[src/rtl/regfile_mp_sb_pkg.sv]
// Shared CPU datapath types plus register-file port defaults and the
// architectural zero-register index.
package cpu_types_pkg;

    typedef logic [31:0] word_t;
    typedef logic [4:0]  regbits_t;

    typedef struct packed {
        logic [7:0] nread;
        logic [7:0] nwrite;
    } rf_port_cfg_t;

    localparam rf_port_cfg_t RF_PORT_CFG_DEFAULT = '{nread: 8'd2, nwrite: 8'd1};
    localparam int           REG_ZERO            = 0;

endpackage

[src/rtl/regfile_mp_sb_if.sv]
// Decode/writeback side bundle of the register file: read ports, write
// ports, reservation and flush, with the busy answer per read port.
interface regfile_mp_sb_if #(
    parameter int DW     = 32,
    parameter int DEPTH  = 32,
    parameter int NREAD  = 2,
    parameter int NWRITE = 1
);
    localparam int AW = (DEPTH > 1) ? $clog2(DEPTH) : 1;

    // No valid/ready pairs: wen[w] and rsv_en qualify their select/data in the
    // cycle they are high and are always accepted; reads are combinational.
    logic [NREAD-1:0][AW-1:0]  rsel;
    logic [NREAD-1:0][DW-1:0]  rdat;
    logic [NREAD-1:0]          busy;
    logic [NWRITE-1:0]         wen;
    logic [NWRITE-1:0][AW-1:0] wsel;
    logic [NWRITE-1:0][DW-1:0] wdat;
    logic                      rsv_en;
    logic [AW-1:0]             rsv_sel;
    logic                      flush;

    modport master (
        output rsel, wen, wsel, wdat, rsv_en, rsv_sel, flush,
        input  rdat, busy
    );

    modport slave (
        input  rsel, wen, wsel, wdat, rsv_en, rsv_sel, flush,
        output rdat, busy
    );

endinterface

[src/rtl/regfile_mp_sb_rf_scoreboard.sv]
// Per-register pending bits: flush beats reserve, reserve beats a clear from
// a same-cycle write, otherwise the bit holds.
module rf_scoreboard
    import cpu_types_pkg::*;
#(
    parameter int DEPTH    = 32,
    parameter int AW       = 5,
    parameter bit ZERO_REG = 1'b1
) (
    input  logic             CLK,
    input  logic             nRST,
    input  logic             rsv_en,
    input  logic [AW-1:0]    rsv_sel,
    input  logic [DEPTH-1:0] clr,
    input  logic             flush,
    output logic [DEPTH-1:0] pending
);

    logic [DEPTH-1:0] pending_q;
    logic [DEPTH-1:0] pending_d;

    always_comb begin
        pending_d = pending_q;
        for (int i = 0; i < DEPTH; i++) begin
            if (rsv_en && (rsv_sel == AW'(i)) && !(ZERO_REG && (i == REG_ZERO))) begin
                pending_d[i] = 1'b1;
            end else if (clr[i]) begin
                pending_d[i] = 1'b0;
            end
        end
        if (flush) begin
            pending_d = '0;
        end
    end

    always_ff @(posedge CLK or negedge nRST) begin
        if (!nRST) begin
            pending_q <= '0;
        end else begin
            pending_q <= pending_d;
        end
    end

    assign pending = pending_q;

endmodule

[src/rtl/regfile_mp_sb.sv]
// Multi-port register file with write-priority resolve, optional same-cycle
// bypass, optional hardwired zero register and an integrated scoreboard.
module regfile_mp_sb
    import cpu_types_pkg::*;
#(
    parameter int DW       = 32,
    parameter int DEPTH    = 32,
    parameter int NREAD    = int'(RF_PORT_CFG_DEFAULT.nread),
    parameter int NWRITE   = int'(RF_PORT_CFG_DEFAULT.nwrite),
    parameter bit BYPASS   = 1'b1,
    parameter bit ZERO_REG = 1'b1
) (
    input logic            CLK,
    input logic            nRST,
    regfile_mp_sb_if.slave rf
);

    localparam int AW = (DEPTH > 1) ? $clog2(DEPTH) : 1;

    logic [DW-1:0]    mem_q [DEPTH];
    logic [DW-1:0]    mem_d [DEPTH];
    logic [DEPTH-1:0] win_en;
    logic [DW-1:0]    win_dat [DEPTH];
    logic [DEPTH-1:0] pending;

    // Later ports overwrite earlier ones, so the highest index wins. Writes are
    // masked during reset so the bypass path cannot leak data while nRST is low.
    always_comb begin
        win_en = '0;
        for (int a = 0; a < DEPTH; a++) begin
            win_dat[a] = '0;
        end
        for (int a = 0; a < DEPTH; a++) begin
            for (int w = 0; w < NWRITE; w++) begin
                if (nRST && rf.wen[w] && (rf.wsel[w] == AW'(a)) &&
                    !(ZERO_REG && (a == REG_ZERO))) begin
                    win_en[a]  = 1'b1;
                    win_dat[a] = rf.wdat[w];
                end
            end
        end
    end

    always_comb begin
        for (int a = 0; a < DEPTH; a++) begin
            mem_d[a] = win_en[a] ? win_dat[a] : mem_q[a];
        end
    end

    always_ff @(posedge CLK or negedge nRST) begin
        if (!nRST) begin
            for (int a = 0; a < DEPTH; a++) begin
                mem_q[a] <= '0;
            end
        end else begin
            for (int a = 0; a < DEPTH; a++) begin
                mem_q[a] <= mem_d[a];
            end
        end
    end

    rf_scoreboard #(
        .DEPTH    (DEPTH),
        .AW       (AW),
        .ZERO_REG (ZERO_REG)
    ) u_scoreboard (
        .CLK     (CLK),
        .nRST    (nRST),
        .rsv_en  (rf.rsv_en),
        .rsv_sel (rf.rsv_sel),
        .clr     (win_en),
        .flush   (rf.flush),
        .pending (pending)
    );

    // Selects beyond DEPTH never match an address and fall through to zero.
    always_comb begin
        rf.rdat = '0;
        rf.busy = '0;
        for (int r = 0; r < NREAD; r++) begin
            for (int a = 0; a < DEPTH; a++) begin
                if ((rf.rsel[r] == AW'(a)) && !(ZERO_REG && (a == REG_ZERO))) begin
                    rf.rdat[r] = mem_q[a];
                    rf.busy[r] = pending[a];
                    if (BYPASS && win_en[a]) begin
                        rf.rdat[r] = win_dat[a];
                        rf.busy[r] = 1'b0;
                    end
                end
            end
        end
    end

endmodule
[src/flat_wrapper.sv]
// flat-port wrapper written by rule: the top's interface ports become plain ports
module regfile_mp_sb_flat import cpu_types_pkg::*;
#(
    parameter int DW       = 32,
    parameter int DEPTH    = 32,
    parameter int NREAD    = int'(RF_PORT_CFG_DEFAULT.nread),
    parameter int NWRITE   = int'(RF_PORT_CFG_DEFAULT.nwrite),
    parameter bit BYPASS   = 1'b1,
    parameter bit ZERO_REG = 1'b1
)
  (CLK, nRST, rf_rsel, rf_wen, rf_wsel, rf_wdat, rf_rsv_en, rf_rsv_sel, rf_flush, rf_rdat, rf_busy);
  regfile_mp_sb_if #(.DW(DW), .DEPTH(DEPTH), .NREAD(NREAD), .NWRITE(NWRITE)) rf_i ();
  input logic CLK;
  input logic nRST;
  input wire logic [$bits(rf_i.rsel)-1:0] rf_rsel;
  input wire logic [$bits(rf_i.wen)-1:0] rf_wen;
  input wire logic [$bits(rf_i.wsel)-1:0] rf_wsel;
  input wire logic [$bits(rf_i.wdat)-1:0] rf_wdat;
  input wire logic [$bits(rf_i.rsv_en)-1:0] rf_rsv_en;
  input wire logic [$bits(rf_i.rsv_sel)-1:0] rf_rsv_sel;
  input wire logic [$bits(rf_i.flush)-1:0] rf_flush;
  output wire logic [$bits(rf_i.rdat)-1:0] rf_rdat;
  output wire logic [$bits(rf_i.busy)-1:0] rf_busy;
  assign rf_i.rsel = rf_rsel;
  assign rf_i.wen = rf_wen;
  assign rf_i.wsel = rf_wsel;
  assign rf_i.wdat = rf_wdat;
  assign rf_i.rsv_en = rf_rsv_en;
  assign rf_i.rsv_sel = rf_rsv_sel;
  assign rf_i.flush = rf_flush;
  assign rf_rdat = rf_i.rdat;
  assign rf_busy = rf_i.busy;
  regfile_mp_sb #(.DW(DW), .DEPTH(DEPTH), .NREAD(NREAD), .NWRITE(NWRITE), .BYPASS(BYPASS), .ZERO_REG(ZERO_REG)) u_core (.CLK(CLK), .nRST(nRST), .rf(rf_i));
endmodule
[config.mk]
export PLATFORM = sky130hd
export DESIGN_NAME = regfile_mp_sb_flat
export DESIGN_NICKNAME = d
export VERILOG_FILES = /design/src/rtl/regfile_mp_sb_pkg.sv /design/src/rtl/regfile_mp_sb_if.sv /design/src/rtl/regfile_mp_sb_rf_scoreboard.sv /design/src/rtl/regfile_mp_sb.sv /design/src/flat_wrapper.sv
export SDC_FILE = /design/constraint.sdc
export NUM_CORES = 2
export LEC_CHECK = 0
export BUFFER_PORTS_ARGS = -buffer_cell sky130_fd_sc_hd__buf_2
export CORE_MARGIN = 2
export CORE_UTILIZATION = 40
export CTS_BUF_LIST = sky130_fd_sc_hd__clkbuf_4 sky130_fd_sc_hd__clkbuf_8
export DETAILED_ROUTE_END_ITERATION = 12
export SLEW_MARGIN = 20
export SYNTH_ARGS = -nofsm -noshare
export SYNTH_HDL_FRONTEND = slang
export SYNTH_HIERARCHICAL = 1
export SYNTH_SLANG_ARGS = --single-unit
[constraint.sdc]
create_clock -name CLK -period 2.9 [get_ports CLK]
set_clock_uncertainty 0.2 [all_clocks]
set_input_delay 0.145 -clock CLK [delete_from_list [all_inputs] [get_ports CLK]]
set_output_delay 0.145 -clock CLK [all_outputs]
set_load 0.02 [all_outputs]
; ---- Word level (Yosys, flattened, before mapping)
; Index checks and enable logic that the tools add are counted.
[totals]
word_cells = 499
register_bits = 1023
output_inout_bits = 66
input_bits = 57
[classes]
muxes = 280
eq_ne = 124
reduce_logical = 63
[ops]
columns = cell, n
row1 = $mux 32, 125
row2 = $eq 5x5->1 const B, 64
row3 = $eq 5x4->1 const B, 32
row4 = $mux 1, 155
row5 = $eq 5x3->1 const B, 16
row6 = $logic_and 1x1->1, 63
row7 = $eq 5x2->1 const B, 8
row8 = $eq 5x1->1 const B, 4

; ---- Longest topological paths before layout
[depth]
ltp_word = 35
mapped_depth = 13
depth_no_buf = 9

; ---- By module
; The synthesis kept the hierarchy.
[by_module_without_submodules]
columns = module, instances, area_per_inst_um2, seq_area_each_um2, cells_per_inst
row1 = regfile_mp_sb, 1, 55225.5, 24823.8, 5980
row2 = rf_scoreboard, 1, 1340.0, 775.7, 115

; ---- Least setup slack after synthesis
; OpenSTA, ideal clock, no wires.
[synth_timing]
path_type = input to output
start = input port rf_wsel[0]
end = output port rf_rdat[1]
setup_slack_ns = -0.079
path_stages = 12
arrival_ns = 2.634
path_buffers = 4
required_ns = 2.555
path_cell_list = buf_2 -> buf_2 -> nand4b_1 -> nor2_1 -> buf_4 -> buf_4 -> mux2i_1 -> o221ai_1 -> a221oi_1 -> o21ai_0 -> a21oi_1 -> o221ai_1
[synth_via]
word_cells_on_any_way = 186
cone_classes = 31 x eq/ne / 124 x mux / 31 x reduce/logical
[synth_lines]
columns = item, line
row1 = "start, declared", flat_wrapper.sv:17  ; input wire logic [$bits(rf_i.wsel)-1:0] rf_wsel;
row2 = $eq 5x5->1, regfile_mp_sb.sv:35  ; if (nRST && rf.wen[w] && (rf.wsel[w] == AW'(a)) &&
row3 = $logic_and 1x1->1, regfile_mp_sb.sv:35
row4 = $mux 1, regfile_mp_sb.sv:35
row5 = via u_core.win_en[23], regfile_mp_sb.sv:22  ; logic [DEPTH-1:0] win_en;
row6 = $mux 32, regfile_mp_sb.sv:85  ; if (BYPASS && win_en[a]) begin
row7 = $mux 32 (9 in a row), regfile_mp_sb.sv:82  ; if ((rf.rsel[r] == AW'(a)) && !(ZERO_REG && (a == REG_ZERO))) begin
row8 = "end, declared", flat_wrapper.sv:22  ; output wire logic [$bits(rf_i.rdat)-1:0] rf_rdat;
; The timed path passes the listed nets, and every way through them passes these cells.

; ---- Worst setup path in the final report
[layout_timing]
start = register u_core/mem_q[867] (netlist bit)
end = output port rf_rdat[35]
[layout_via]
elab_chain_len = 29
[layout_lines]
columns = item, line
row1 = "start, declared", regfile_mp_sb.sv:20  ; logic [DW-1:0] mem_q [DEPTH];
row2 = "start signal, assigned by index", regfile_mp_sb.sv:57  ; mem_q[a] <= mem_d[a];
row3 = $mux 32, regfile_mp_sb.sv:85
row4 = $mux 32 (28 in a row), regfile_mp_sb.sv:82
; Every way passes these cells.

==> flow_metrics.tcl <==
set metrics [dict create \
    place_area_um2 78300 \
    die-area_um2 144000 \
    drive_gt1_frac 0.469 \
    worst-path-stages 11 \
    endpoint "rf_rdat[35]" \
    final_area_um2 98800 \
    relSlewSlack 0.198 \
    fin_crit_ns 3.92 \
    cp.required_ns 2.56 \
    dpl.hpwl_um 278000 \
    postRouteAntennaNets 0 \
    crit_top_cell "buf_4" \
    route.detailed.drc 0 \
    fin_ws_ns -1.02 \
    port_buffers 122 \
    status "finished with violations" \
    critPathMaxStageDelay_ns 0.42 \
    drtPass1Iterations 6 \
    peakVddDrop_uv 390 \
    cp_max_fo 2 \
    clock_path_buffers 3 \
    die_y_um 380 \
    power_density_nw_per_um2 469 \
    timing.rr.start "u_core/mem_q[156]" \
    route.vias.total 71900 \
    arrival_ns 3.57 \
    drv_cap 0 \
    grt_pass1_wl_um 529000 \
    rsz0062_at_grt "true" \
    core-area_um2 140000 \
    p_leak_nw 51.6 \
    period_share 1.35 \
    syn-num-nets 6149 \
    overflow 0 \
    worstSetupPathType "flop to primary output" \
    die_w_um 380 \
    worst_slew_pin_slew_ns 1.20 \
    antenna_found_initial 21 \
    viasPerCell 6.42 \
    avgSynthCellArea_um2 9.28 \
    final_cell_mix "2318 x buf_4, 1022 x dfrtp_1, 592 x nand2_1, 548 x inv_1, 486 x dlygate4sd3_1" \
    rr_endpoint "u_core/mem_q[156]" \
    syn_inst 6092 \
    gp_congestion 1.07 \
    cts-root-buf "clkbuf_8" \
    numCtsBuffers 193 \
    synth_warnings 6 \
    cts_tree "built" \
    critPathLaunch "u_core/mem_q[867]" \
    min_from "rf_wdat[6]" \
    crit_chain "mux2_4, buf_4, buf_6, a221o_1, nor4_4, buf_4, o211ai_1, a21oi_2, buf_4, o21ai_2, buf_6" \
    areaGrowthSynthToFinish_pct 74.8 \
    grt_max_degree 151 \
    rr_worst_depth 22 \
    grt_use_total 0.516 \
    pre_cts_ws_ns -1.48 \
    drt_wl_total_um 391000 \
    setup_viol 68 \
    cp-end-kind "primary output" \
    final_common_cell "buf_4" \
    grt_pass1_vias 70500 \
    synth_area_um2 56600 \
    cts_sinks 1023 \
    io_pins 123 \
    placementRows 137 \
    maxSlewViolCount 0 \
    hold_class "input pin to flop" \
    clk_latency_ns 0.96 \
    avgRoutedWirePerCell_um 34.9 \
    drt_iter0_drc 10600 \
    r2r_slack_ns -0.19 \
    fmax_ghz 0.255 \
    violations "hold timing, setup timing" \
    finalHoldViolCount 3 \
    path_buf_inv 5 \
    cts_max_level 4 \
    crit_family "compound AO/OA/AOI/OAI gates" \
    clkSlewWorstSetupHoldPaths_ns 0.06 \
    crit_slowest_cell "a221o_1" \
    initial_core_util 0.404 \
    holdWs_ns -0.0299 \
    cp-start-kind "flop" \
    final_nets 9221 \
]
state kept, by name, summed over array words and instances, names as in the netlist:
name and flops:
u_core/mem_q 992, u_core/u_scoreboard/pending 31
timing repair:
action,in CTS,in global routing
setup buffers,217,149
hold buffers,492,20
pin swaps,332,301
endpoints found under the hold margin,1341,91
endpoints found under the setup margin,66,125
cloned,11,2
gates resized for setup,1207,611
final cells by class:
type	count	area (um^2)
well taps	1876	2350
multi-input cells	3974	33300
diodes	8	20.0
clock inverters	29	234
repair buffers	3398	31200
flip-flops and latches	1023	25600
inverters	574	2190
clock buffers	316	3940
fillers	10600	41000
where the power goes:
| part | internal (mW) | switching, mW | total, mW |
|---|---|---|---|
| Clock | 8.72 | 7.08 | 15.8 |
| Combinational | 6.62 | 7.16 | 13.8 |
| Sequential | 16.1 | 0.639 | 16.7 |
| Total | 31.4 | 14.9 | 46.3 |
how the worst min path moves through the flow:
| stage | endpoint | depth (start not counted) |
|---|---|---|
| floorplan | u_core/mem_q[0] | 0 |
| CTS | u_core/mem_q[18] | 8 |
| finish | u_core/mem_q[966] | 5 |
| global route | u_core/mem_q[306] | 6 |
| detailed placement | u_core/mem_q[739] | 2 |
| global placement | u_core/mem_q[739] | 2 |
metal layers:
layer	track usage	wire (um)	vias up
met5	0	220	-
met4	0.373	37500	28
met3	0.178	56900	1854
met2	0.724	156000	6139
met1	0.658	140000	35600
li1	-	-	28300
metrics by stage:
stage	util	std cells	hold WS, ns	power (mW)	setup TNS, ns
2_1_floorplan	-	6092	-0.351	20.7	-0.00163
3_3_place_gp	0.560	10000	-0.0308	26.8	-62.20
3_5_place_dp	0.560	10000	-0.0303	27.0	-62.72
4_1_cts	0.678	11100	0.000865	44.9	-52.58
5_1_grt	0.707	11200	0.00330	47.5	-50.41
6_report	0.707	11200	-0.0299	46.3	-45.25
worst reg2reg max path, cell delays in order (launching register included):
cell and delay [ns]:
dfrtp_1 0.40, mux2i_4 0.17, inv_2 0.07, buf_6 0.12, buf_4 0.13, buf_4 0.12, buf_4 0.13, buf_6 0.11
buf_6 0.10, buf_6 0.10, buf_6 0.11, buf_6 0.11, buf_6 0.11, buf_6 0.10, buf_6 0.10, buf_6 0.10
buf_6 0.10, buf_6 0.11, buf_6 0.10, buf_6 0.10, buf_6 0.10, buf_6 0.10, buf_6 0.10
Note: power is estimated with default switching activity, not from simulation.
